===== src/rtl/alu_pkg.sv =====
// alu_pkg: FuncCode, TSC opcode/func constants and shared types for the ALU issue path.
package alu_pkg;

    // ALU FuncCode values as understood by the combinational ALU
    localparam logic [3:0] FC_ADD  = 4'h0;
    localparam logic [3:0] FC_SUB  = 4'h1;
    localparam logic [3:0] FC_ID   = 4'h2;
    localparam logic [3:0] FC_NOT  = 4'h3;
    localparam logic [3:0] FC_AND  = 4'h4;
    localparam logic [3:0] FC_OR   = 4'h5;
    localparam logic [3:0] FC_NAND = 4'h6;
    localparam logic [3:0] FC_NOR  = 4'h7;
    localparam logic [3:0] FC_XOR  = 4'h8;
    localparam logic [3:0] FC_XNOR = 4'h9;
    localparam logic [3:0] FC_LLS  = 4'hA;
    localparam logic [3:0] FC_LRS  = 4'hB;
    localparam logic [3:0] FC_ALS  = 4'hC;
    localparam logic [3:0] FC_ARS  = 4'hD;
    localparam logic [3:0] FC_TCP  = 4'hE;
    localparam logic [3:0] FC_ZERO = 4'hF;

    // TSC primary opcodes
    localparam logic [3:0] OP_RTYPE = 4'hF;
    localparam logic [3:0] OP_ADI   = 4'h4;
    localparam logic [3:0] OP_ORI   = 4'h5;
    localparam logic [3:0] OP_LHI   = 4'h6;

    // TSC R-type function field values
    localparam logic [5:0] FN_ADD = 6'd0;
    localparam logic [5:0] FN_SUB = 6'd1;
    localparam logic [5:0] FN_AND = 6'd2;
    localparam logic [5:0] FN_ORR = 6'd3;
    localparam logic [5:0] FN_NOT = 6'd4;
    localparam logic [5:0] FN_TCP = 6'd5;
    localparam logic [5:0] FN_SHL = 6'd6;
    localparam logic [5:0] FN_SHR = 6'd7;

    // Sequencer states
    typedef enum logic [1:0] {
        IDLE,
        EXEC,
        WB
    } state_t;

    // How operand B is formed: from the register file or from the 8-bit immediate
    typedef enum logic [1:0] {
        IMM_NONE,
        IMM_SEXT,
        IMM_ZEXT,
        IMM_HIGH
    } imm_mode_t;

    // Everything the sequencer needs to know about one instruction
    typedef struct packed {
        logic [3:0] funcCode;
        logic [1:0] rs;
        logic [1:0] rt;
        logic [1:0] dest;
        imm_mode_t  immMode;
        logic       aFromB;
        logic       ovfEn;
        logic       illegal;
    } decode_t;

    // Translate a legal R-type func field into the ALU FuncCode
    function automatic logic [3:0] rFuncToCode(input logic [5:0] func);
        logic [3:0] code;
        case (func)
            FN_ADD:  code = FC_ADD;
            FN_SUB:  code = FC_SUB;
            FN_AND:  code = FC_AND;
            FN_ORR:  code = FC_OR;
            FN_NOT:  code = FC_NOT;
            FN_TCP:  code = FC_TCP;
            FN_SHL:  code = FC_LLS;
            FN_SHR:  code = FC_ARS;
            default: code = FC_ZERO;
        endcase
        return code;
    endfunction

endpackage


===== src/rtl/alu_op_decode.sv =====
// alu_op_decode: combinational TSC instruction decoder feeding the ALU sequencer.
module alu_op_decode
    import alu_pkg::*;
(
    input  logic [15:0] i_instr,
    output decode_t     o_dec
);

    logic [3:0] w_op;
    logic [5:0] w_func;

    assign w_op   = i_instr[15:12];
    assign w_func = i_instr[5:0];

    // Map opcode/func onto FuncCode, operand routing, destination and legality
    always_comb begin
        o_dec.funcCode = FC_ZERO;
        o_dec.rs       = i_instr[11:10];
        o_dec.rt       = i_instr[9:8];
        o_dec.dest     = i_instr[9:8];
        o_dec.immMode  = IMM_NONE;
        o_dec.aFromB   = 1'b0;
        o_dec.ovfEn    = 1'b0;
        o_dec.illegal  = 1'b0;
        case (w_op)
            OP_RTYPE: begin
                o_dec.dest = i_instr[7:6];
                if (w_func > FN_SHR) begin
                    o_dec.illegal = 1'b1;
                end else begin
                    o_dec.funcCode = rFuncToCode(w_func);
                    o_dec.ovfEn    = (w_func == FN_ADD) || (w_func == FN_SUB);
                end
            end
            OP_ADI: begin
                o_dec.funcCode = FC_ADD;
                o_dec.immMode  = IMM_SEXT;
                o_dec.ovfEn    = 1'b1;
            end
            OP_ORI: begin
                o_dec.funcCode = FC_OR;
                o_dec.immMode  = IMM_ZEXT;
            end
            OP_LHI: begin
                o_dec.funcCode = FC_ID;
                o_dec.immMode  = IMM_HIGH;
                o_dec.aFromB   = 1'b1;
            end
            default: begin
                o_dec.illegal = 1'b1;
            end
        endcase
    end

endmodule


===== src/rtl/alu_op_sequencer.sv =====
// alu_op_sequencer: accepts TSC instructions, drives the external ALU for one cycle,
// and writes the captured result into a small register file.
module alu_op_sequencer
    import alu_pkg::*;
#(
    parameter int DATA_WIDTH = 16,
    parameter int NUM_REGS   = 4
) (
    input  logic                  clk,
    input  logic                  reset,
    input  logic                  instr_valid,
    output logic                  instr_ready,
    input  logic [15:0]           instr,
    output logic [DATA_WIDTH-1:0] alu_A,
    output logic [DATA_WIDTH-1:0] alu_B,
    output logic [3:0]            alu_FuncCode,
    input  logic [DATA_WIDTH-1:0] alu_C,
    input  logic                  alu_Overflow,
    output logic                  done,
    output logic [1:0]            done_rd,
    output logic [DATA_WIDTH-1:0] done_value,
    output logic                  ovf_sticky,
    output logic                  illegal,
    input  logic [1:0]            dbg_raddr,
    output logic [DATA_WIDTH-1:0] dbg_rdata
);

    state_t                r_state;
    logic [DATA_WIDTH-1:0] r_regs [NUM_REGS];
    logic [DATA_WIDTH-1:0] r_aluA;
    logic [DATA_WIDTH-1:0] r_aluB;
    logic [3:0]            r_funcCode;
    logic [1:0]            r_dest;
    logic                  r_ovfEn;
    logic [DATA_WIDTH-1:0] r_result;
    logic                  r_done;
    logic [1:0]            r_doneRd;
    logic                  r_ovfSticky;

    decode_t               w_dec;
    logic [7:0]            w_imm;
    logic [DATA_WIDTH-1:0] w_opA;
    logic [DATA_WIDTH-1:0] w_opB;
    logic                  w_ready;
    logic                  w_accept;

    alu_op_decode u_decode (
        .i_instr (instr),
        .o_dec   (w_dec)
    );

    assign w_imm    = instr[7:0];
    assign w_ready  = (r_state == IDLE);
    assign w_accept = w_ready && instr_valid && !w_dec.illegal;

    // Build the operands for the offered instruction from the register file or immediate
    always_comb begin
        w_opB = r_regs[w_dec.rt];
        case (w_dec.immMode)
            IMM_SEXT: w_opB = {{(DATA_WIDTH-8){w_imm[7]}}, w_imm};
            IMM_ZEXT: w_opB = {{(DATA_WIDTH-8){1'b0}}, w_imm};
            IMM_HIGH: w_opB = {w_imm, {(DATA_WIDTH-8){1'b0}}};
            default:  w_opB = r_regs[w_dec.rt];
        endcase
        w_opA = w_dec.aFromB ? w_opB : r_regs[w_dec.rs];
    end

    // Sequencer FSM: latch operands on accept, sample the ALU in EXEC, write back in WB
    always_ff @(posedge clk) begin
        if (reset) begin
            r_state     <= IDLE;
            r_aluA      <= '0;
            r_aluB      <= '0;
            r_funcCode  <= FC_ZERO;
            r_dest      <= '0;
            r_ovfEn     <= 1'b0;
            r_result    <= '0;
            r_done      <= 1'b0;
            r_doneRd    <= '0;
            r_ovfSticky <= 1'b0;
            for (int i = 0; i < NUM_REGS; i++) begin
                r_regs[i] <= '0;
            end
        end else begin
            r_done <= 1'b0;
            case (r_state)
                IDLE: begin
                    if (w_accept) begin
                        r_aluA     <= w_opA;
                        r_aluB     <= w_opB;
                        r_funcCode <= w_dec.funcCode;
                        r_dest     <= w_dec.dest;
                        r_ovfEn    <= w_dec.ovfEn;
                        r_state    <= EXEC;
                    end
                end
                EXEC: begin
                    r_result <= alu_C;
                    if (r_ovfEn && alu_Overflow) begin
                        r_ovfSticky <= 1'b1;
                    end
                    r_done   <= 1'b1;
                    r_doneRd <= r_dest;
                    r_state  <= WB;
                end
                WB: begin
                    r_regs[r_dest] <= r_result;
                    r_funcCode     <= FC_ZERO;
                    r_state        <= IDLE;
                end
                default: begin
                    r_state <= IDLE;
                end
            endcase
        end
    end

    assign instr_ready  = w_ready;
    assign illegal      = w_ready && instr_valid && w_dec.illegal;
    assign alu_A        = r_aluA;
    assign alu_B        = r_aluB;
    assign alu_FuncCode = r_funcCode;
    assign done         = r_done;
    assign done_rd      = r_doneRd;
    assign done_value   = r_result;
    assign ovf_sticky   = r_ovfSticky;
    assign dbg_rdata    = r_regs[dbg_raddr];

endmodule

===== config.mk =====
export PLATFORM = sky130hd
export DESIGN_NAME = alu_op_sequencer
export DESIGN_NICKNAME = d
export VERILOG_FILES = /design/src/rtl/alu_pkg.sv /design/src/rtl/alu_op_decode.sv /design/src/rtl/alu_op_sequencer.sv
export SDC_FILE = /design/constraint.sdc
export NUM_CORES = 1
export LEC_CHECK = 0
export CAP_MARGIN = 20
export CORE_MARGIN = 2
export CORE_UTILIZATION = 35
export DETAILED_ROUTE_END_ITERATION = 16
export SLEW_MARGIN = 20
export SYNTH_ARGS = -nofsm -noshare
export SYNTH_HDL_FRONTEND = slang
export SYNTH_SLANG_ARGS = --single-unit

===== constraint.sdc =====
create_clock -name clk -period 2.03 [get_ports clk]
set_input_delay 0.3045 -clock clk [delete_from_list [all_inputs] [get_ports clk]]
set_output_delay 0.3045 -clock clk [all_outputs]
set_load 0.005 [all_outputs]

==> impl_metrics.json, run 1 <==
{
  "outcome": "complete, no violations",
  "num_rows": 49,
  "power_frac_seq": 0.428,
  "async_flop_share": 0,
  "ys_seq_area_frac": 0.495,
  "p_int_uw": 5080,
  "cp.arrival_ps": 1660,
  "yosys_register_bits": 125,
  "dieArea_um2": 19200,
  "synth_nets": 570,
  "area_growth_pct": 36.2,
  "die_height_um": 139,
  "power_switching_uw": 1510,
  "rsz0062_at_grt": "no",
  "drv_slew": 0,
  "cp_max_fo": 3,
  "drtIter0Drc": 362,
  "syn_inst": 528,
  "yosys.area_share.xor_xnor": 0,
  "comb_power_share": 0.120,
  "min_period_ps": 1960,
  "grt_overflow_total": 0,
  "cts.clk_slew.worst_paths_ps": 60,
  "whs_ps": 343,
  "cts_max_level": 4,
  "power.total_uw": 6590,
  "synth_compound_area_frac": 0.121,
  "power.density_nw_per_um2": 762,
  "grt_util_all_layers": 0.201,
  "seqCellArea_um2": 3140,
  "grt_pass1_vias": 5117,
  "vdd_drop_max_v": 0.000613,
  "finClkSkew_ps": 9.42,
  "synthFlopType": "edfxtp_1",
  "synthMuxAreaShare": 0.175,
  "clock_path_buffers": 2,
  "root_buffer": "clkbuf_16",
  "worstSetupPathType": "reg -> out",
  "cts_tree": "built",
  "ys_warn_count": 0,
  "stdcell_area_um2": 8650,
  "die_w_um": 139,
  "fillers": 1593,
  "netlist_area_um2": 6350,
  "synth-adder-area-share": 0.00788,
  "multi_input_area_um2": 2950,
  "gp_congestion": 0.956,
  "synth_simple_gate_area_share": 0.159,
  "power.leakage_uw": 0.00318,
  "grt_max_degree": 41,
  "cpPeakStageDelay_ps": 510,
  "post-route-period-util": 0.967,
  "via_per_inst": 5.50,
  "hold_class": "in -> reg",
  "synth_edf_count": 64,
  "place_area_um2": 7940,
  "nets": 714,
  "pwr-share-clk": 0.452,
  "core_um2": 17900,
  "cts_sinks": 125,
  "avgSynthCellArea_um2": 12.0,
  "worst_skew_pair.late_latency_ps": 410,
  "fmaxAchievable_mhz": 509,
  "antennaDiodeCount": 0,
  "ctsHoldBuffers": 0,
  "startpoint_type": "flip-flop",
  "setup_violations": 0,
  "worstPathRequired_ps": 1730,
  "drive_gt1_frac": 0.239,
  "io-pin-count": 112,
  "dr.pass1.iters": 5,
  "path_cells": "mux4_2, dlygate4sd2_1",
  "cts_made_buffers": 17,
  "worst_path_dominant_cell_family": "multiplexers",
  "initial_core_util": 0.355,
  "grt_pass1_wl_um": 29800,
  "drc": 0,
  "crit_buf_inv": 1,
  "switching_share": 0.230,
  "antenna_left": 0,
  "yosysUniqueCellTypes": 49,
  "synth_top_family_by_area": "multiplexers",
  "final_cell_mix": "clkdlybuf4s50_1 (91), nand2_1 (68), edfxtp_1 (64)",
  "port_buffers": 111,
  "setup_tns_ps": 0,
  "place_hpwl_um": 13900,
  "hold_viol": 0,
  "wl_per_cell_um": 20.7,
  "antenna_found_initial": 0,
  "wl_um": 18900,
  "slew_headroom": 0.650,
  "maxCapViolations": 0,
  "final_common_cell": "clkdlybuf4s50_1",
  "endpoint_kind": "primary output",
  "slowest_stage": "mux4_2",
  "vias": 5031,
  "tightest_slew_ps": 524
}
## power groups by stage
stage,combinational (uW),sequential [uW],clock (uW)
2_1_floorplan,418,2830,0
3_3_place_gp,774,2870,0
3_5_place_dp,786,2870,0
4_1_cts,792,2820,3020
5_1_grt,848,2830,3150
6_report,792,2820,2980
## area by class of cell
type / count / share of cell area
Inverter: 3 / 0.00130
Sequential cell: 125 / 0.364
Clock inverter: 13 / 0.0172
Timing Repair Buffer: 170 / 0.193
Multi-Input combinational cell: 355 / 0.342
Clock buffer: 19 / 0.0501
Tap cell: 229 / 0.0331
## flip-flops by register name (all words and copies together) (netlist names), 2 cells and up
name          flops
alu_FuncCode      4
r_regs           64
alu_B            16
done_value       16
r_state           2
alu_A            16
r_dest            2
done_rd           2
## logic make-up (layout without fill, tap and decap cells)
| family | after synthesis | after routing |
|---|---|---|
| AOI/OAI and AO/OA | 114 | 114 |
| muxes | 51 | 51 |
| buffers and inverters | 48 | 205 |
| and+or+nand+nor | 186 | 186 |
| DFF | 125 | 125 |
| adders and majority gates | 4 | 4 |
## synthesized netlist by cell type (2+ instances only)
library cell / count / area [um^2]
a211oi_1: 9 / 67.6
a21oi_1: 49 / 245
a21oi_2: 9 / 78.8
a22oi_1: 9 / 67.6
a311oi_1: 16 / 140
and2_1: 50 / 313
and3_1: 17 / 106
buf_1: 4 / 15.0
buf_2: 11 / 55.1
buf_4: 8 / 60.1
buf_6: 2 / 22.5
clkbuf_1: 17 / 63.8
dfxtp_1: 61 / 1220
edfxtp_1: 64 / 1920
ha_1: 4 / 50.1
inv_1: 3 / 11.3
mux2i_1: 3 / 30.0
mux4_2: 48 / 1080
nand2_1: 68 / 255
nand2b_1: 5 / 31.3
nand4_1: 11 / 68.8
nor2_1: 13 / 48.8
nor2b_1: 4 / 25.0
nor3_1: 3 / 15.0
nor4b_2: 2 / 30.0
o211ai_1: 2 / 15.0
o21ai_0: 12 / 60.1
or2_2: 3 / 18.8
## final timing paths
kind	from	to	slack, ps	depth (start not counted)
worst max-delay path	r_regs[3][1]$_DFFE_PP_	dbg_rdata[1]	70	2
worst min-delay path	reset	alu_FuncCode[3]$_SDFFE_PP1P_	340	3
worst max register to register	r_state[1]$_SDFFE_PP0P_	r_regs[1][14]$_SDFFCE_PN0P_	150	3
worst min register to register	done_rd[1]$_SDFFE_PP0P_	done_rd[1]$_SDFFE_PP0P_	480	2
## metrics by stage
step           cells  setup WS (ps)  utilization
3_5_place_dp     869           -304        0.444
2_1_floorplan    528            281            -
4_1_cts          913           -119        0.482
5_1_grt          914           37.6        0.483
3_3_place_gp     869           -259        0.444
6_report         914           66.9        0.483
## what timing repair did
action | 4_1_cts | 5_1_grt
endpoints found under the setup margin | 18 | 2
pin swaps | 0 | 1
buffers inserted | 11 | 1
resized for setup | 22 | 6
gates cloned | 1 | 0
## layer usage
layer	part of all wire	vias up	global-route usage
met4	0.043	0	0.110
met2	0.48	197	0.320
met5	0	-	0
met3	0.052	49	0.0387
li1	-	2300	-
met1	0.43	2485	0.260
## worst min-delay path, cell delays in order
cell and delay [ps]:
buf_2 180, inv_1 140, nand4_1 90
Power figures use the tool's default switching activity.
==> run 2: changes to the inputs <==
RECOVER_POWER = 100   (was unset)
==> run 2 against run 1 <==
- clock skew down 1.2 ps
- sequential power about the same
- global-route usage unchanged
- first-iteration DRC count up 5.5%
- hold slack worse by 8.8 ps
- clock-buffer cell count unchanged
==> impl_metrics.json, run 2 (synthesized netlist as in run 1, its figures left out) <==
{
  "outcome": "complete, no violations",
  "setup_violations": 0,
  "placed_cells": 869,
  "fmaxAchievable_mhz": 507,
  "startpoint_type": "flip-flop",
  "final_cell_mix": "nand2_1 (68), edfxtp_1 (64), dfxtp_1 (60)",
  "cts_sinks": 125,
  "pre_cts_slack_ps": -304,
  "comb_power_share": 0.116,
  "grt_max_degree": 41,
  "drv_slew": 0,
  "rsz0062_at_grt": "no",
  "cp.arrival_ps": 1670,
  "cts_max_level": 4,
  "power.leakage_uw": 0.00328,
  "wl_per_cell_um": 20.6,
  "fin_ws_ps": 55.9,
  "initial_core_util": 0.355,
  "gp_congestion": 0.956,
  "grt_pass1_wl_um": 29800,
  "power_switching_uw": 1500,
  "finClkSkew_ps": 8.25,
  "vdd_drop_max_v": 0.000622,
  "final_common_cell": "nand2_1",
  "drc": 0,
  "stdcell_area_um2": 8550,
  "fin_cells": 914,
  "root_buffer": "clkbuf_16",
  "port_buffers": 111,
  "min_period_ps": 1970,
  "multi_input_area_um2": 2900,
  "cts.clk_slew.worst_paths_ps": 60,
  "grt_pass1_vias": 5117,
  "hold_viol": 0,
  "switching_share": 0.229,
  "nets": 714,
  "core_um2": 17900,
  "cts_made_buffers": 17,
  "drtIter0Drc": 382,
  "regMostFlops": "r_regs",
  "io-pin-count": 112,
  "cts_tree": "built",
  "slew_headroom": 0.458,
  "worst_skew_pair.late_latency_ps": 410,
  "fillers": 1611,
  "area_growth_pct": 34.6,
  "largest_register_ffs": 64,
  "pwr-share-clk": 0.454,
  "post-route-period-util": 0.972,
  "antenna_left": 0,
  "grt_util_all_layers": 0.201,
  "clock_path_buffers": 2,
  "power.total_uw": 6550,
  "via_per_inst": 5.48,
  "cp_max_fo": 3,
  "place_hpwl_um": 13900,
  "grt_overflow_total": 0,
  "worstSetupPathType": "reg -> out",
  "die_w_um": 139,
  "power_frac_seq": 0.430,
  "antennaDiodeCount": 0,
  "dr.pass1.iters": 6,
  "place_area_um2": 7940,
  "die_height_um": 139,
  "tightest_slew_ps": 812,
  "p_int_uw": 5050,
  "num_rows": 49,
  "hold_class": "in -> reg",
  "worstPathRequired_ps": 1730,
  "maxCapViolations": 0,
  "wl_um": 18800,
  "dieArea_um2": 19200,
  "antenna_found_initial": 0,
  "endpoint_kind": "primary output",
  "power.density_nw_per_um2": 766,
  "drive_gt1_frac": 0.218,
  "seqCellArea_um2": 3140,
  "vias": 5013
}
-- run 2: final timing paths --
path / slack, ps / start / end / cells after the start
min: 330 / reset / alu_FuncCode[3]$_SDFFE_PP1P_ / 3
max: 60 / r_regs[3][1]$_DFFE_PP_ / dbg_rdata[1] / 2
max reg2reg: 180 / r_state[1]$_SDFFE_PP0P_ / r_regs[1][9]$_SDFFCE_PN0P_ / 3
min reg2reg: 470 / done_rd[1]$_SDFFE_PP0P_ / done_rd[1]$_SDFFE_PP0P_ / 2
-- run 2: metal layers --
layer  up-vias  GRT usage  part of all wire
li1       2298          -                 -
met1      2467      0.260              0.42
met2       207      0.320              0.48
met3        41     0.0387             0.057
met4         0      0.110             0.041
met5         -          0                 0
-- run 2: area by class of cell --
cell class | count | share of cell area
multi-input combinational | 355 | 0.339
clock inverter | 13 | 0.0174
sequential | 125 | 0.368
timing repair buffer | 170 | 0.190
tap | 229 | 0.0335
clock buffer | 19 | 0.0507
inverter | 3 | 0.00132
-- run 2: what timing repair did --
item,in CTS,in global routing
gates resized for setup,22,6
setup buffers,11,1
endpoints found under the setup margin,18,2
gates cloned,1,0
pin swaps,0,1
hold buffers,0,0
-- run 2: power by group through the flow --
stage | clock [uW] | sequential [uW] | combinational (uW)
after global routing | 3150 | 2820 | 816
final | 2970 | 2820 | 760
after CTS | 3020 | 2820 | 792
after detailed placement | 0 | 2870 | 786
after global placement | 0 | 2870 | 774
after floorplan | 0 | 2830 | 418
-- run 2: worst max-delay path: stages (launching register included) --
cell	delay [ps]
edfxtp_1	450
mux4_2	510
dlygate4sd2_1	290
-- run 2: per-stage QoR --
stage          TNS (ps)   util  hold slack (ps)
2_1_floorplan         0      -              440
3_3_place_gp      -8640  0.444              452
4_1_cts            -119  0.482              306
3_5_place_dp      -9890  0.444              459
5_1_grt               0  0.477              320
6_report              0  0.477              335
==> run 3: changes to the inputs <==
CTS_BUF_LIST = sky130_fd_sc_hd__clkbuf_4 sky130_fd_sc_hd__clkbuf_8   (was unset)
==> run 3 against run 2 <==
- wire length hardly changed
- sequential cell count stayed put
- clock-buffer cell count stayed put
- global-route usage hardly changed
- setup slack worse by 3.6 ps
- sequential power hardly changed
- critical path type unchanged
- critical endpoint unchanged
==> impl_metrics.json, run 3 (synthesized netlist as in run 1, its figures left out) <==
{
  "outcome": "complete, no violations",
  "pwr-share-clk": 0.379,
  "min_period_ps": 1980,
  "vias": 5033,
  "worst_path_dominant_cell_family": "multiplexers",
  "grt_max_degree": 41,
  "regMostFlops": "r_regs",
  "drv_slew": 0,
  "fin_ws_ps": 52.3,
  "cts_tree": "built",
  "antenna_found_initial": 0,
  "root_buffer": "clkbuf_8",
  "drc": 0,
  "cts_max_level": 4,
  "die_height_um": 139,
  "worst_skew_pair.late_latency_ps": 440,
  "power_switching_uw": 1400,
  "gp_congestion": 0.956,
  "port_buffers": 111,
  "cts_sinks": 125,
  "die_w_um": 139,
  "crit_buf_inv": 1,
  "vdd_drop_max_v": 0.000368,
  "startpoint_type": "flip-flop",
  "final_cell_mix": "nand2_1 (68), edfxtp_1 (64), dfxtp_1 (60)",
  "antenna_left": 0,
  "switching_share": 0.243,
  "hold_viol": 0,
  "endpoint_kind": "primary output",
  "worstSetupPathType": "reg -> out",
  "pre_cts_slack_ps": -304,
  "initial_core_util": 0.355,
  "path_cells": "mux4_2, dlygate4sd2_1",
  "cp.arrival_ps": 1670,
  "io-pin-count": 112,
  "dieArea_um2": 19200,
  "grt_overflow_total": 0,
  "worstPathRequired_ps": 1730,
  "hold_class": "in -> reg",
  "cp_max_fo": 3,
  "tightest_slew_ps": 871,
  "drive_gt1_frac": 0.234,
  "wl_per_cell_um": 20.5,
  "slowest_stage": "mux4_2",
  "grt_pass1_vias": 5095,
  "power.density_nw_per_um2": 685,
  "drtIter0Drc": 416,
  "clock_path_buffers": 2,
  "grt_pass1_wl_um": 29800,
  "final_common_cell": "nand2_1",
  "post-route-period-util": 0.974,
  "power.total_uw": 5780,
  "num_rows": 49,
  "largest_register_ffs": 64,
  "setup_violations": 0,
  "fmaxAchievable_mhz": 506,
  "finClkSkew_ps": 10.8,
  "cpPeakStageDelay_ps": 500,
  "core_um2": 17900,
  "dr.pass1.iters": 5,
  "p_int_uw": 4370,
  "cts_made_buffers": 17,
  "area_growth_pct": 32.9,
  "comb_power_share": 0.134,
  "wl_um": 18800,
  "place_hpwl_um": 13900,
  "ctsHoldBuffers": 0,
  "nets": 717,
  "maxCapViolations": 0,
  "power_frac_seq": 0.487,
  "cts.clk_slew.worst_paths_ps": 80,
  "via_per_inst": 5.49,
  "antennaDiodeCount": 0,
  "grt_util_all_layers": 0.201,
  "slew_headroom": 0.419,
  "power.leakage_uw": 0.00323
}
## run 3: worst reg2reg max path, cell delays in order, from the launching register on
cell	delay (ps)
dfxtp_1	440
nand2b_1	270
nor4b_2	330
or2_2	470
## run 3: final timing paths
| check | start | to | slack [ps] | depth (start not counted) |
|---|---|---|---|---|
| setup reg to reg | r_state[1]$_SDFFE_PP0P_ | r_regs[1][14]$_SDFFCE_PN0P_ | 160 | 3 |
| setup / recovery | r_regs[3][1]$_DFFE_PP_ | dbg_rdata[1] | 50 | 2 |
| hold reg to reg | done_rd[1]$_SDFFE_PP0P_ | done_rd[1]$_SDFFE_PP0P_ | 470 | 2 |
| hold / removal | reset | alu_FuncCode[3]$_SDFFE_PP1P_ | 290 | 3 |
## run 3: layout make-up
cell class                      instances  area (um^2)
Clock buffer                           19          249
Fill cell                            1627         9470
Tap cell                              229          287
Clock inverter                         13          149
Timing Repair Buffer                  173         1670
Inverter                                3         11.3
Sequential cell                       125         3140
Multi-Input combinational cell        355         2920
## run 3: per-layer routing
layer / GRT usage / part of all wire / up-vias
li1: - / - / 2300
met1: 0.259 / 0.43 / 2488
met2: 0.325 / 0.49 / 202
met3: 0.0414 / 0.054 / 43
met4: 0.0968 / 0.034 / 0
met5: 0 / 0 / -
## run 3: metrics by stage
step,area (um^2),hold WS [ps],std cells,util,TNS (ps)
after floorplan,6350,440,528,-,0
after global placement,7940,452,869,0.444,-8640
after detailed placement,7940,459,869,0.444,-9890
after CTS,8450,255,914,0.472,-174
after global routing,8430,274,917,0.471,-0.724
final,8430,294,917,0.471,0
## run 3: what timing repair did
item	4_1_cts	5_1_grt
pin swaps	0	1
endpoints found under the setup margin	18	4
cloned	1	0
hold endpoints to repair	0	0
gates resized for setup	21	4
buffers inserted	12	3
## run 3: power groups by stage
stage                     clock [uW]  sequential, uW  combinational, uW
after floorplan                    0            2830                418
after global placement             0            2870                774
after detailed placement           0            2870                786
after CTS                       2240            2810                794
after global routing            2360            2820                832
final                           2190            2810                774
